[config.mk]
export PLATFORM = sky130hd
export DESIGN_NAME = rob_ctrl
export DESIGN_NICKNAME = d
export VERILOG_FILES = /design/src/rtl/rob_ctrl.sv
export SDC_FILE = /design/constraint.sdc
export NUM_CORES = 1
export LEC_CHECK = 0
export BUFFER_PORTS_ARGS = -buffer_cell sky130_fd_sc_hd__clkbuf_2
export CORE_UTILIZATION = 45
export CTS_BUF_LIST = sky130_fd_sc_hd__clkbuf_4 sky130_fd_sc_hd__clkbuf_8 sky130_fd_sc_hd__clkbuf_16
export DETAILED_ROUTE_END_ITERATION = 8
export PLACE_DENSITY = 0.83
export SYNTH_ARGS = -nofsm -noshare
export SYNTH_HDL_FRONTEND = slang
export SYNTH_SLANG_ARGS = --single-unit
[constraint.sdc]
create_clock -name clk -period 2.5 [get_ports clk]
set_input_delay 0.375 -clock clk [delete_from_list [all_inputs] [get_ports clk]]
set_output_delay 0.375 -clock clk [all_outputs]
set_load 0.05 [all_outputs]
[src/rtl/rob_ctrl.sv]
// rob_ctrl: reorder-buffer controller.
// Allocates entries in program order from a tail pointer and drives a one-hot
// select into the entry array. Broadcasts the head (commit) pointer and
// advances it when the head entry pulses its write-enable. Tracks occupancy
// and supports drain (stop allocating until empty) and flush.
//
// Ports:
//   clk, rst_n    clock; synchronous active-low reset
//   alloc_req     decode requests an entry
//   alloc_gnt     allocation accepted this cycle (combinational)
//   alloc_idx     granted entry index (current tail)
//   sel           one-hot entry select, zero when no grant
//   entry_wen     per-entry commit write-enable pulses
//   head          commit pointer
//   commit_valid  registered pulse: one entry retired
//   commit_idx    index of retired entry, valid with commit_valid
//   count         occupied entries, 0..DEPTH
//   full, empty   decoded from registered count
//   drain_req     stop allocating until empty
//   drain_done    high while halted after a drain
//   flush         discard all entries
//   order_err     sticky: write-enable seen at a non-head entry or while empty
module rob_ctrl #(
    parameter int DEPTH = 8,
    parameter int PTR_W = 3
) (
    input  logic             clk,
    input  logic             rst_n,
    input  logic             alloc_req,
    output logic             alloc_gnt,
    output logic [PTR_W-1:0] alloc_idx,
    output logic [DEPTH-1:0] sel,
    input  logic [DEPTH-1:0] entry_wen,
    output logic [PTR_W-1:0] head,
    output logic             commit_valid,
    output logic [PTR_W-1:0] commit_idx,
    output logic [PTR_W:0]   count,
    output logic             full,
    output logic             empty,
    input  logic             drain_req,
    output logic             drain_done,
    input  logic             flush,
    output logic             order_err
);

    localparam logic [PTR_W:0]   DEPTH_C = (PTR_W+1)'(DEPTH);
    localparam logic [PTR_W:0]   CNT_ONE = (PTR_W+1)'(1);
    localparam logic [PTR_W-1:0] PTR_ONE = PTR_W'(1);

    typedef enum logic [1:0] {RUN, DRAIN, HALT} state_t;

    state_t           state, state_nxt;
    logic [PTR_W-1:0] tail;
    logic             commit;
    logic             wen_bad;

    assign full      = (count == DEPTH_C);
    assign empty     = (count == '0);
    assign alloc_idx = tail;

    assign commit  = entry_wen[head] & ~empty;
    // Any enable away from head is out of order; any enable at all while
    // empty has no entry to retire.
    assign wen_bad = ((entry_wen & ~(DEPTH'(1) << head)) != '0) ||
                     ((entry_wen != '0) && empty);

    // State register
    always_ff @(posedge clk) begin
        if (!rst_n || flush) state <= RUN;
        else                 state <= state_nxt;
    end

    // Next-state logic
    always_comb begin
        state_nxt = state;
        case (state)
            RUN:     if (drain_req) state_nxt = DRAIN;
            // No grants in DRAIN, so a lone entry committing now empties us.
            DRAIN:   if (empty || (count == CNT_ONE && commit)) state_nxt = HALT;
            HALT:    if (!drain_req) state_nxt = RUN;
            default: state_nxt = RUN;
        endcase
    end

    // Output logic
    always_comb begin
        alloc_gnt  = 1'b0;
        drain_done = 1'b0;
        case (state)
            RUN:     alloc_gnt  = alloc_req & ~full & ~flush & rst_n;
            HALT:    drain_done = 1'b1;
            default: ;
        endcase
        sel = alloc_gnt ? (DEPTH'(1) << tail) : '0;
    end

    // Pointers, occupancy, commit pulse and error flag
    always_ff @(posedge clk) begin
        if (!rst_n) begin
            head         <= '0;
            tail         <= '0;
            count        <= '0;
            commit_valid <= 1'b0;
            commit_idx   <= '0;
            order_err    <= 1'b0;
        end else begin
            if (wen_bad) order_err <= 1'b1;
            if (flush) begin
                head         <= '0;
                tail         <= '0;
                count        <= '0;
                commit_valid <= 1'b0;
            end else begin
                commit_valid <= commit;
                if (commit) begin
                    commit_idx <= head;
                    head       <= head + PTR_ONE;
                end
                if (alloc_gnt) tail <= tail + PTR_ONE;
                if (alloc_gnt && !commit)      count <= count + CNT_ONE;
                else if (!alloc_gnt && commit) count <= count - CNT_ONE;
            end
        end
    end

endmodule

==> impl_metrics.yaml, run 1 <==
detailed_routing:
  detail-route-antenna-nets: 0
  viasPerCell: 5.33
  dr.first_iter.drc_count: 18
  drc: 0
  dr.pass1.iters: 4
  wirelength_um: 2910
  wl_per_cell_um: 13.5
  via_count: 1151
synth:
  async_reset_ff_frac: 0
  postSynthAreaPerCell_um2: 8.79
  yosys-top-cells-area: "dfxtp_1 27%, ha_1 16%, mux2i_1 7.2%, nor2_1 4.8%, nand2_1 4.2%"
  synth_cell_types: 42
  ys_seq_area_frac: 0.271
  yosysMostFrequentCell: "dfxtp_1"
  yosys.area.top_type: "dfxtp_1"
  yosysTopAreaCellShare: 0.271
  syn_inst: 143
  ys_warn_count: 0
  netlist_top_cells_count: "17 x dfxtp_1, 16 x ha_1, 16 x nor2_1"
  syn-num-nets: 172
  ys_ff_latch: 17
  syn_area_mm2: 0.00126
  synth_edf_count: 0
  synthFlopType: "dfxtp_1"
final_layout:
  layout-drive-gt1-share: 0.360
  n_fill_cell: 235
  nets: 216
  diodes: 0
  fin_cells: 216
  fin_area_mm2: 0.00155
  syn_to_final_growth_pct: 23.5
grt:
  grt-ovfl-total: 0
  antenna_found_initial: 0
  grtUsageTotal: 0.207
  grt_max_degree: 14
  grt_pass1_wl_um: 4430
  grt_pass1_vias: 1058
placed_design:
  dp.final_hpwl_um: 2240
  io_buffers: 39
  gp_congestion: 0.818
  dp.cells: 210
  placed_area_mm2: 0.00150
clock_network:
  cts_tree: "yes"
  cts.reportedPaths.clkPinSlew_ns: 0.10
  clkLatencyLatePin_ns: 0.30
  clockBufferDepth: 2
  numCtsBuffers: 3
  clock-root-buffer: "clkbuf_4"
  cts.sinks: 17
  h-tree-depth: 1
power:
  powerDensity_mw_per_mm2: 443
  leakagePower_nw: 0.699
  ir_drop_mv: 0.370
timing:
  setup_viol: 0
  fmax_ghz: 0.416
  slew_violations: 0
  hold_violations: 0
  finClkSkew_ns: 0.000978
  period_share: 0.961
  fin_crit_ns: 2.40
  relSlewSlack: 0.738
  fin_setup_tns_ns: 0
  tightest_slew_ns: 0.393
  rsz0062_at_grt: "no"
status:
  status: "finished, final reports clean"
floorplanning:
  die_height_um: 54.9
  rows: 18
  initial_core_util: 0.490
  dieArea_mm2: 0.00301
  io_pins: 40
  core_mm2: 0.00257
  die_w_um: 54.9
worst_hold_path:
  hold_depth: 3
  worstHoldStart: "drain_req"
  hold_path_class: "in2reg"
  min_to: "state[0]"
worst_setup_path:
  criticalPathCategory: "reg2out"
  reg2reg_to: "count[3]"
  reg2regPathDepth: 11
  cp-end-kind: "output port"
  r2r-start: "count[0]"
  required_ns: 2.12
  r2r_slack_ns: 0.11
  path_max_fanout: 10
  startpoint_type: "register"
  crit_arrival_ns: 2.03
job:
  drv_cap: 0
[kinds of logic (layout without fill, tap and decap cells)]
logic type	after synthesis	after routing	share of synthesized area
buffers and inverters	17	60	0.0667
XOR/XNOR	4	4	0.0279
multiplexers	11	11	0.0896
AO/OA/AOI/OAI	19	19	0.133
AND/OR/NAND/NOR	59	59	0.253
adder cells (fa/ha/maj)	16	16	0.159
flip-flops	17	17	0.271
[what timing repair did]
item	CTS	global route
hold buffers	0	0
setup buffers	0	2
setup endpoints to repair	0	10
resized for setup	0	3
[area by class of cell]
class                      instances  area, µm²  share of cell area
tap                               30       37.5              0.0242
inverter                          13       58.8              0.0379
clock buffer                       3       22.5              0.0145
timing repair buffer              43        225               0.145
sequential                        17        354               0.228
clock inverter                     1       5.00             0.00322
multi-input combinational        109        850               0.547
[through the flow]
step / util / hold slack (ns) / worst slack (ns) / power [mW]
finish: 0.605 / 0.380 / 0.0971 / 0.687
global placement: 0.584 / 0.444 / 0.190 / 0.518
detailed placement: 0.584 / 0.452 / 0.107 / 0.526
floorplan: - / 0.553 / 0.0153 / 0.474
global route: 0.605 / 0.388 / 0.00244 / 0.722
CTS: 0.595 / 0.377 / 0.0168 / 0.678
[worst max-delay path by stage]
| stage | from | to | slack (ns) | depth (start not counted) |
|---|---|---|---|---|
| 3_5_place_dp | count[0] | count[3] | 0.11 | 11 |
| 3_3_place_gp | count[0] | count[3] | 0.19 | 11 |
| 4_1_cts | count[0] | sel[6] | 0.02 | 7 |
| 6_report | count[0] | sel[1] | 0.1 | 7 |
| 5_1_grt | count[0] | sel[5] | 0.002 | 7 |
| 2_1_floorplan | head[0] | count[3] | 0.02 | 10 |
[critical path, cell delays in order, from the launching register on]
cell	delay, ns
dfxtp_4	0.40
inv_1	0.05
ha_1	0.21
nand3b_1	0.15
nand3_2	0.22
nor2_4	0.25
and3_1	0.19
clkbuf_2	0.27
[cell usage in the layout (no fill, tap or decap), types with 2 or more instances in the layout]
master,count
clkbuf_2,39
nor2_1,16
ha_1,16
nand2_1,14
dfxtp_1,12
inv_1,11
mux2i_1,9
a21oi_1,7
and3_1,6
buf_4,4
nand2b_1,3
nor2b_1,3
nand3_1,3
clkbuf_4,3
dfxtp_4,3
and2_1,2
mux2_2,2
xor2_1,2
xnor2_1,2
dfxtp_2,2
[flip-flops by register name (all words and copies together), names as in the netlist]
name          cells
order_err         1
count             4
state             2
alloc_idx         3
commit_idx        3
head              3
commit_valid      1
[layer usage]
layer  track usage  wire, µm  up-vias
met3        0.0306       120        2
met5             0         0        -
met4        0.0726        22        0
li1              -         -      575
met1         0.216      1190      543
met2         0.408      1580       31
[where the power goes]
| part | internal, mW | leakage [nW] | switching (mW) |
|---|---|---|---|
| logic | 0.0850 | 0.540 | 0.156 |
| clock network | 0.0597 | 0.0177 | 0.0937 |
| registers | 0.279 | 0.141 | 0.0135 |
| total | 0.424 | 0.699 | 0.263 |
Note: power is estimated with default switching activity, not from simulation.
==> run 2, diff against run 1 <==
- BUFFER_PORTS_ARGS: -buffer_cell sky130_fd_sc_hd__clkbuf_2 -> unset
- CELL_PAD_IN_SITES_DETAIL_PLACEMENT: unset -> 0
- CELL_PAD_IN_SITES_GLOBAL_PLACEMENT: unset -> 1
- CORE_UTILIZATION: 45 -> 41
- DONT_BUFFER_PORTS: unset -> 1
- PLACE_DENSITY: 0.83 -> 0.82
==> impl_metrics.yaml, run 2 (same netlist as run 1, synthesis figures left out) <==
final_layout:
  layout_common_cells: "16 x nor2_1, 16 x ha_1, 15 x buf_4"
  layout-drive-gt1-share: 0.271
  top_register: "count"
  fin_area_mm2: 0.00159
  nets: 196
  fin_cells: 197
  largest_reg_flops: 4
  final_util: 0.563
  syn_to_final_growth_pct: 26.6
  diodes: 0
worst_setup_path:
  path_max_fanout: 10
  startpoint_type: "register"
  reg2regPathDepth: 11
  reg2reg_to: "count[3]"
  crit_arrival_ns: 1.99
  r2r_slack_ns: 0.19
  r2r-start: "count[0]"
  cp-end-kind: "output port"
  crit_start: "count[0]"
  required_ns: 2.12
  criticalPathCategory: "reg2out"
detailed_routing:
  wl_per_cell_um: 13.8
  drc: 2
  via_count: 1034
  dr.pass1.iters: 7
  viasPerCell: 5.25
  dr.first_iter.drc_count: 48
  wirelength_um: 2720
  detail-route-antenna-nets: 0
power:
  power_switching_mw: 0.260
  leakagePower_nw: 0.647
  p_seq_frac: 0.431
  ir_drop_mv: 0.387
  pwr-share-comb: 0.326
  clkPwrFrac: 0.243
  p_sw_frac: 0.381
  p_int_mw: 0.422
  p_total_mw: 0.682
  powerDensity_mw_per_mm2: 428
floorplanning:
  initial_core_util: 0.444
  dieArea_mm2: 0.00329
  io_pins: 40
  die_height_um: 57.4
  core_mm2: 0.00283
  die_w_um: 57.4
  rows: 19
worst_hold_path:
  hold_path_class: "in2reg"
  hold_depth: 1
  min_to: "order_err"
  worstHoldStart: "rst_n"
clock_network:
  clockBufferDepth: 2
  postCtsSetupBuffers: 0
  clock-root-buffer: "clkbuf_4"
  cts_tree: "yes"
  numCtsBuffers: 3
  cts-resized-gates: 0
  cts.reportedPaths.clkPinSlew_ns: 0.11
  clkLatencyLatePin_ns: 0.31
  h-tree-depth: 1
  ctsHoldBuffers: 0
  cts.sinks: 17
timing:
  final.setup.worst_slack_ns: 0.133
  fmax_ghz: 0.422
  tightest_slew_ns: 0.528
  relSlewSlack: 0.647
  slew_violations: 0
  finClkSkew_ns: 0.00377
  hold_violations: 0
  period_share: 0.947
  fin_crit_ns: 2.37
  setup_viol: 0
  rsz0062_at_grt: "no"
  fin_setup_tns_ns: 0
  fin_hold_ws_ns: 0.179
grt:
  grtUsageTotal: 0.184
  grt_pass1_vias: 1014
  grt_pass1_wl_um: 4660
  grt_max_degree: 14
  grt-ovfl-total: 0
  antenna_found_initial: 0
placed_design:
  place_ws_ns: 0.188
  dp.cells: 193
  io_buffers: 0
  gp_congestion: 0.845
  dp.final_hpwl_um: 2200
  placed_area_mm2: 0.00156
status:
  violations: "DRC"
  status: "finished, violations left"
job:
  drv_cap: 0
run 2: critical path: stages (launching register included):
cell,delay (ns)
dfxtp_4,0.36
inv_1,0.04
ha_1,0.22
nand3b_1,0.14
nand3_1,0.25
nor2_4,0.27
and3_1,0.25
buf_12,0.15
run 2: worst max-delay path by stage:
stage,endpoint,cells after the start
after floorplan,count[3],10
after global placement,count[3],11
after detailed placement,count[3],11
after CTS,sel[0],7
after global routing,sel[0],7
final,sel[0],7
run 2: power by group through the flow:
stage	sequential, mW	clock, mW	combinational, mW
finish	0.293	0.166	0.222
global route	0.295	0.184	0.242
CTS	0.293	0.170	0.224
detailed placement	0.299	0	0.223
global placement	0.299	0	0.218
floorplan	0.324	0	0.150
run 2: layout make-up:
type / instances / area, µm²
Sequential cell: 17 / 354
Multi-Input combinational cell: 109 / 838
Inverter: 13 / 58.8
Fill cell: 254 / 1240
Clock inverter: 1 / 6.26
Tap cell: 31 / 38.8
Clock buffer: 3 / 22.5
Timing Repair Buffer: 23 / 273
run 2: per-layer routing:
metal  global-route usage  vias to the layer above  routed length [µm]
met2                0.292                       15                1260
met5                    0                        -                   0
met4               0.0732                        0                  40
met3               0.0476                        5                  97
met1                0.238                      477                1320
li1                     -                      537                   -
==> run 3, diff against run 2 <==
- CORE_MARGIN: unset -> 4
==> impl_metrics.yaml, run 3 (same netlist as run 1, synthesis figures left out) <==
detailed_routing:
  viasPerCell: 5.29
  wirelength_um: 2890
  dr.pass1.iters: 4
  wl_per_cell_um: 14.7
  detail-route-antenna-nets: 0
  dr.first_iter.drc_count: 76
  via_count: 1042
  drc: 0
final_layout:
  n_fill_cell: 253
  largest_reg_flops: 4
  diodes: 0
  layout-drive-gt1-share: 0.277
  multiInputGateArea_um2: 845
  seq_area_um2: 354
  top_register: "count"
  syn_to_final_growth_pct: 27.0
  layout_common_cells: "16 x nor2_1, 16 x ha_1, 15 x buf_4"
  nets: 196
placed_design:
  io_buffers: 0
  gp_congestion: 0.785
  dp.final_hpwl_um: 2410
grt:
  antenna_found_initial: 0
  grt_pass1_wl_um: 4910
  grt_max_degree: 12
  grtUsageTotal: 0.152
  grt-ovfl-total: 0
  grt_pass1_vias: 1026
worst_hold_path:
  hold_path_class: "in2reg"
power:
  leakagePower_nw: 0.646
  powerDensity_mw_per_mm2: 417
  ir_drop_mv: 0.344
worst_setup_path:
  criticalPathCategory: "reg2reg"
  startpoint_type: "register"
  critPathMaxStageDelay_ns: 0.45
  slowest_stage: "or4_1"
  path_max_fanout: 5
  crit_arrival_ns: 2.58
  path_buf_inv: 3
  required_ns: 2.69
  cp_cell_sequence: "inv_1 -> ha_1 -> or3b_4 -> inv_8 -> nor3_4 -> inv_4 -> ha_1 -> or4_1 -> a21oi_2 -> xnor2_1 -> nor2_1"
  critical-path-top-delay-family: "simple AND/OR/NAND/NOR gates"
  cpMostUsedCell: "ha_1"
  cp-end-kind: "register"
timing:
  finClkSkew_ns: 0.00126
  slew_violations: 0
  fin_setup_tns_ns: 0
  fin_hold_ws_ns: 0.210
  tightest_slew_ns: 0.517
  relSlewSlack: 0.655
  hold_violations: 0
  setup_viol: 0
  fmax_ghz: 0.417
  fin_crit_ns: 2.40
  period_share: 0.959
clock_network:
  cts_tree: "yes"
  numCtsBuffers: 3
  h-tree-depth: 1
  ctsHoldBuffers: 0
  cts.reportedPaths.clkPinSlew_ns: 0.10
  clkLatencyLatePin_ns: 0.29
  cts.sinks: 17
  clockBufferDepth: 2
  clock-root-buffer: "clkbuf_4"
floorplanning:
  initial_core_util: 0.441
  core_mm2: 0.00285
  io_pins: 40
  rows: 19
  die_w_um: 63.4
  die_height_um: 63.4
  dieArea_mm2: 0.00402
status:
  status: "finished, final reports clean"
job:
  drv_cap: 0
-- run 3: cell count changes in the layout (fill, tap and decap cells not counted) --
cell,previous run,this run
a21oi_1,8,7
a21oi_2,0,1
clkinv_2,0,1
inv_4,2,1
or3b_2,1,0
or3b_4,0,1
-- run 3: final timing paths --
kind                            startpoint   endpoint  slack, ns  cells after the start
worst max-delay path              count[1]   count[3]       0.10                     11
worst min-delay path                 rst_n  order_err       0.21                      1
worst max register to register    count[1]   count[3]       0.10                     11
worst min register to register    count[2]   count[2]       0.58                      2
-- run 3: final cells by class --
type,count,area share
clock buffers,3,0.0141
clock inverters,1,0.00313
inverters,13,0.0368
multi-input cells,109,0.529
flip-flops and latches,17,0.222
well taps,31,0.0243
repair buffers,23,0.171
-- run 3: metal layers --
metal / up-vias / global-route usage / part of all wire
met5: - / 0 / 0
met4: 0 / 0.0243 / 0.0076
met3: 2 / 0.0782 / 0.091
met2: 24 / 0.233 / 0.47
met1: 484 / 0.191 / 0.43
li1: 532 / - / -
-- run 3: metrics by stage --
step / setup WS, ns / cell area, µm² / power (mW) / utilization / cells
2_1_floorplan: 0.0153 / 1280 / 0.474 / - / 143
3_3_place_gp: 0.201 / 1560 / 0.514 / 0.545 / 192
3_5_place_dp: 0.113 / 1560 / 0.519 / 0.545 / 192
4_1_cts: 0.0974 / 1580 / 0.668 / 0.555 / 196
5_1_grt: -0.0145 / 1600 / 0.709 / 0.560 / 197
6_report: 0.103 / 1600 / 0.665 / 0.560 / 197
-- run 3: what timing repair did --
| item | CTS | global route |
|---|---|---|
| buffers inserted | 0 | 1 |
| gates resized for setup | 0 | 2 |
| endpoints found under the setup margin | 0 | 1 |
-- run 3: power by group --
part,total (mW),internal (mW),leakage (nW),switching (mW)
combinational,0.229,0.0851,0.487,0.144
clock,0.144,0.0595,0.0177,0.0846
sequential,0.293,0.279,0.141,0.0136
total,0.665,0.423,0.646,0.242
